<file path="src/rtl/multi_counter.sv">
// Bank of independent up/down counters with load, wrap/saturate and sticky overflow,
// plus a snapshot register that captures every channel from the same cycle.
module multi_counter #(
    parameter int WIDTH    = 4,
    parameter int CHANNELS = 2,
    parameter int SATURATE = 0
) (
    input  logic                      clock,
    input  logic                      reset,
    input  logic [CHANNELS-1:0]       i_enable,
    input  logic [CHANNELS-1:0]       i_up_down,
    input  logic [CHANNELS-1:0]       i_load,
    input  logic [CHANNELS*WIDTH-1:0] i_load_value,
    input  logic [CHANNELS-1:0]       i_clear_ovf,
    input  logic                      i_capture,
    output logic [CHANNELS*WIDTH-1:0] o_count_out,
    output logic [CHANNELS-1:0]       o_tc,
    output logic [CHANNELS-1:0]       o_ovf,
    output logic [CHANNELS*WIDTH-1:0] o_capture_out,
    output logic                      o_capture_valid
);

    localparam logic [WIDTH-1:0] MAX = '1;
    localparam logic [WIDTH-1:0] ONE = WIDTH'(1);

    logic [WIDTH-1:0]          r_count [CHANNELS];
    logic [WIDTH-1:0]          w_next  [CHANNELS];
    logic [CHANNELS-1:0]       w_event;
    logic [CHANNELS-1:0]       r_tc;
    logic [CHANNELS-1:0]       r_ovf;
    logic [CHANNELS*WIDTH-1:0] w_count_flat;
    logic [CHANNELS*WIDTH-1:0] r_capture;
    logic                      r_capture_valid;

    // A limit event is an enabled step attempted past MAX (up) or below 0 (down);
    // without saturation the modulo add/subtract already produces the wrapped value.
    always_comb begin
        w_next       = r_count;
        w_event      = '0;
        w_count_flat = '0;
        for (int i = 0; i < CHANNELS; i++) begin
            w_count_flat[i*WIDTH +: WIDTH] = r_count[i];
            if (i_load[i]) begin
                w_next[i] = i_load_value[i*WIDTH +: WIDTH];
            end else if (i_enable[i]) begin
                if (i_up_down[i]) begin
                    w_event[i] = (r_count[i] == MAX);
                    if (!((r_count[i] == MAX) && (SATURATE != 0)))
                        w_next[i] = r_count[i] + ONE;
                end else begin
                    w_event[i] = (r_count[i] == '0);
                    if (!((r_count[i] == '0) && (SATURATE != 0)))
                        w_next[i] = r_count[i] - ONE;
                end
            end
        end
    end

    always_ff @(posedge clock) begin
        if (reset) begin
            for (int i = 0; i < CHANNELS; i++) r_count[i] <= '0;
            r_tc            <= '0;
            r_ovf           <= '0;
            r_capture       <= '0;
            r_capture_valid <= 1'b0;
        end else begin
            r_count         <= w_next;
            r_tc            <= w_event;
            // Set beats clear when both land on the same edge.
            r_ovf           <= w_event | (r_ovf & ~i_clear_ovf);
            r_capture_valid <= i_capture;
            if (i_capture) r_capture <= w_count_flat;
        end
    end

    assign o_count_out     = w_count_flat;
    assign o_tc            = r_tc;
    assign o_ovf           = r_ovf;
    assign o_capture_out   = r_capture;
    assign o_capture_valid = r_capture_valid;

endmodule

</file>
<file path="config.mk">
export PLATFORM = sky130hd
export DESIGN_NAME = multi_counter
export DESIGN_NICKNAME = d
export VERILOG_FILES = /design/src/rtl/multi_counter.sv
export SDC_FILE = /design/constraint.sdc
export NUM_CORES = 1
export LEC_CHECK = 0
export CORE_MARGIN = 1.5
export CORE_UTILIZATION = 39
export CTS_CLUSTER_SIZE = 20
export DETAILED_ROUTE_END_ITERATION = 6
export PLACE_DENSITY_LB_ADDON = 0.05
export SLEW_MARGIN = 20
export SYNTH_ARGS = -nofsm -noshare
export SYNTH_HDL_FRONTEND = slang
export SYNTH_SLANG_ARGS = --single-unit
</file>
<file path="constraint.sdc">
create_clock -name clock -period 1.7 [get_ports clock]
set_clock_uncertainty 0.2 [all_clocks]
set_input_delay 0.34 -clock clock [delete_from_list [all_inputs] [get_ports clock]]
set_output_delay 0.34 -clock clock [all_outputs]
set_load 0.05 [all_outputs]
</file>
==> results.md, run 1 <==
- Status: completed
- Vias in the first global route: 875
- Synth-to-layout area growth: 70.4%
- Die height: 54.9 µm
- Synth Cell Area: 1050 µm²
- Starting Density: between 40% and 50%
- Fmax: between 0.6 and 0.7 GHz
- Post-Synth XOR/XNOR Area: 5.01%
- IO buf count: 39
- Final-stage net count: 182
- Router iterations before antenna repair: 3
- Kind of critical path: flip-flop to flip-flop
- Post-Syn Instances: 105
- Simple-gate share of the synthesized area: between 15 and 20%
- GRT Overall Usage: 18.8%
- First-pass GRT wire length: 3.94 mm
- Final antenna-violating net count: 0
- Max-slew violation count: 0
- Final instance area: 1790 µm²
- Tcrit/Tclk final: 94.2%
- Yosys reg bits: 21
- RePlAce Congestion: 0.797
- Multi-input logic area: 587 µm²
- Worst hold slack: 0.311 ns
- Routed WL: 2.43 mm
- Number of remaining DRC errors: 0
- Slew headroom: 80.8%
- Std cell rows: 18
- Via density: ~5
- WP buf/inv: 0
- Largest family of logic cells by synthesized area: simple AND/OR/NAND/NOR gates
- Mux cell area share after synthesis: 15.5%
- Sequential area share after synthesis: 40.1%
- Maxcap violations: 0
- # diodes: 0
- Fin util: 71.5%
- Critical Path RT: 1.70 ns
- RSZ-0062 raised after global routing: false
- CP Data Arrival Time: 1.60 ns
- Final Hold Fails: 0
- P_sw: 0.409 mW
- Total grt overflow: 0
- Internal: approximately 0.86 mW
- # IOs: 40
- Sw Ratio: 32.2%
- Clock Path Buffers: 2
- Final Critical Period: 1.60 ns
- Die area: 3010 µm²
- Actual slew at the worst max-slew pin: 0.285 ns
- Cts bufs inserted: 3
- Sequential share of power: 44.9%
- Drt initial violations: 7
- Reg clk slew, reported paths: around 0.1 ns
- Synth Area in Adders: 8.59%
- Die width: between 50 and 60 µm
- Pleak: roughly 0.77 nW
- # clock sinks: 21
- Cell Area, Placed: 1760 µm²
- Critical-path cell list: fa_2, mux2_2, mux2i_1, nor2_1
- Ratio of cells with drive above 1 in the final layout: about a third
- CTS Root Buffer Type: clkbuf_4
- Average wire per standard cell: approximately 13 µm
- Crit-path slowest cell: fa_2
- Initial antenna violation count: 0
- Final setup violation count: 0
- Largest net degree at the start of global routing: 13
- Yosys warnings: 0
- H-tree depth: 1
- Clock Power Share: 18.4%
- Insertion delay to the later sink of the worst-skew pair: approximately 0.30 ns
- Critical Path Sink Type: flip-flop
- Syn avg cell area: 9.99 µm²
- Register Area: about 430 µm²
- Startpoint Class: flip-flop
- Most frequent cells in the layout: 21 x buf_12, 18 x nor2_1, 16 x clkdlybuf4s50_1
- Filler cells: 174
- Total vias in the final route: 920
- Unique masters post-synth: 27
- Core Box Area: 2500 µm²
- CP delay by family, top: adder cells
- Commonest non-fill, non-tap cell in the layout: buf_12
- Syn Nets: 130
- Peak supply drop: 580 µV
- Fraction of the mapped netlist area in compound gates: 9.67%
- Crit path largest cell delay: between 0.4 and 0.5 ns
- CTS tree: built
- CP max FO: 7
- P per Cell Area: 711 nW/µm²
- Post-DP HPWL: 1.96 mm
- Logic pwr share: 36.7%
- HP Class: flip-flop to flip-flop
==> worst paths after layout <==
kind                                     from                     endpoint  slack, ns  depth (start not counted)
hold reg to reg           o_ovf[0]$_SDFF_PP0_          o_ovf[0]$_SDFF_PP0_       0.31                          2
setup / recovery  o_count_out[1]$_SDFFE_PP0P_  o_count_out[1]$_SDFFE_PP0P_        0.1                          4
setup reg to reg  o_count_out[1]$_SDFFE_PP0P_  o_count_out[1]$_SDFFE_PP0P_        0.1                          4
hold / removal            o_ovf[0]$_SDFF_PP0_          o_ovf[0]$_SDFF_PP0_       0.31                          2
==> Yosys cell counts <==
cell      instances  area share, %
a211o_1           1           0.84
a211o_2           1           0.95
a21oi_1           8            3.8
and3_1            1           0.60
and3_2            1           0.72
and4_1            2            1.7
buf_2             2           0.95
buf_6             2            2.1
clkbuf_1          1           0.36
dfxtp_1          21             40
fa_1              2            3.8
ha_1              4            4.8
inv_1             2           0.72
mux2_2            2            2.1
mux2i_1          14             13
nand2_1           4            1.4
nand3_1           2           0.95
nor2_1           18            6.4
nor2b_1           1           0.60
nor3b_1           2            1.4
nor4_1            2            1.2
o21ai_0           2           0.95
o32ai_2           2            3.1
or3b_1            1           0.84
or3b_4            1            1.1
xnor2_1           2            1.7
xor2_1            4            3.3
==> area by class of cell <==
type | instances | share of cell area, %
Tap cell | 30 | 2.10
Timing Repair Buffer | 52 | 38.9
Clock buffer | 4 | 1.47
Inverter | 2 | 0.420
Multi-Input combinational cell | 77 | 32.8
Sequential cell | 21 | 24.2
==> power groups by stage <==
stage / Combinational, mW / Clock [mW] / Sequential [mW]
6_report: 0.466 / 0.234 / 0.570
4_1_cts: 0.469 / 0.249 / 0.571
3_3_place_gp: 0.459 / 0 / 0.581
2_1_floorplan: 0.144 / 0 / 0.670
3_5_place_dp: 0.467 / 0 / 0.582
5_1_grt: 0.498 / 0.259 / 0.576
==> per-stage QoR <==
step           instances  worst slack (ns)  power [mW]  TNS [ns]
3_3_place_gp         182            -0.467        1.04     -2.56
5_1_grt              186            0.0254        1.33         0
6_report             186            0.0981        1.27         0
2_1_floorplan        105           -0.0308       0.814   -0.0308
4_1_cts              186            0.0877        1.29         0
3_5_place_dp         182            -0.508        1.05     -2.64
==> what timing repair did <==
item / in CTS / in global routing
setup endpoints to repair: 6 / 0
hold buffers: 0 / 0
gates resized for setup: 5 / 0
buffers inserted: 0 / 0
==> logic make-up after synthesis <==
group,Yosys count
and+or+nand+nor,35
xor gates and xnor gates,6
AOI/OAI and AO/OA,14
DFF,21
adders and majority gates,6
muxes,16
buffers and inverters,7
==> sequential cells by signal (all words and copies together) (netlist names) <==
| register | flops |
|---|---|
| o_capture_out | 8 |
| o_capture_valid | 1 |
| o_count_out | 8 |
| o_ovf | 2 |
| o_tc | 2 |
==> tightest hold or removal path, delay by kind of cell (launching register included) <==
kind               cells  cell delay, ns
and+or+nand+nor        1            0.06
DFF                    1            0.35
AOI/OAI and AO/OA      1            0.06
==> per-layer routing <==
metal	up-vias	part of all wire, %	global-route usage (%)
met2	22	48	30.2
met1	426	46	25.1
met4	0	0.58	7.50
met3	2	4.7	3.01
met5	-	0	0
li1	470	-	-
(Power assumes the default switching activity.)
==> inputs of run 2 (changes only) <==
- GPL_ROUTABILITY_DRIVEN: default -> 0
==> results of run 2 <==
Same layout as run 1: the final DEF is identical, and so are final timing and power.
==> inputs of run 3 (changes only) <==
- ABC_CLOCK_PERIOD_IN_PS: default -> 1700
==> results of run 3 <==
Same layout as run 1: the final DEF is identical, and so are final timing and power.
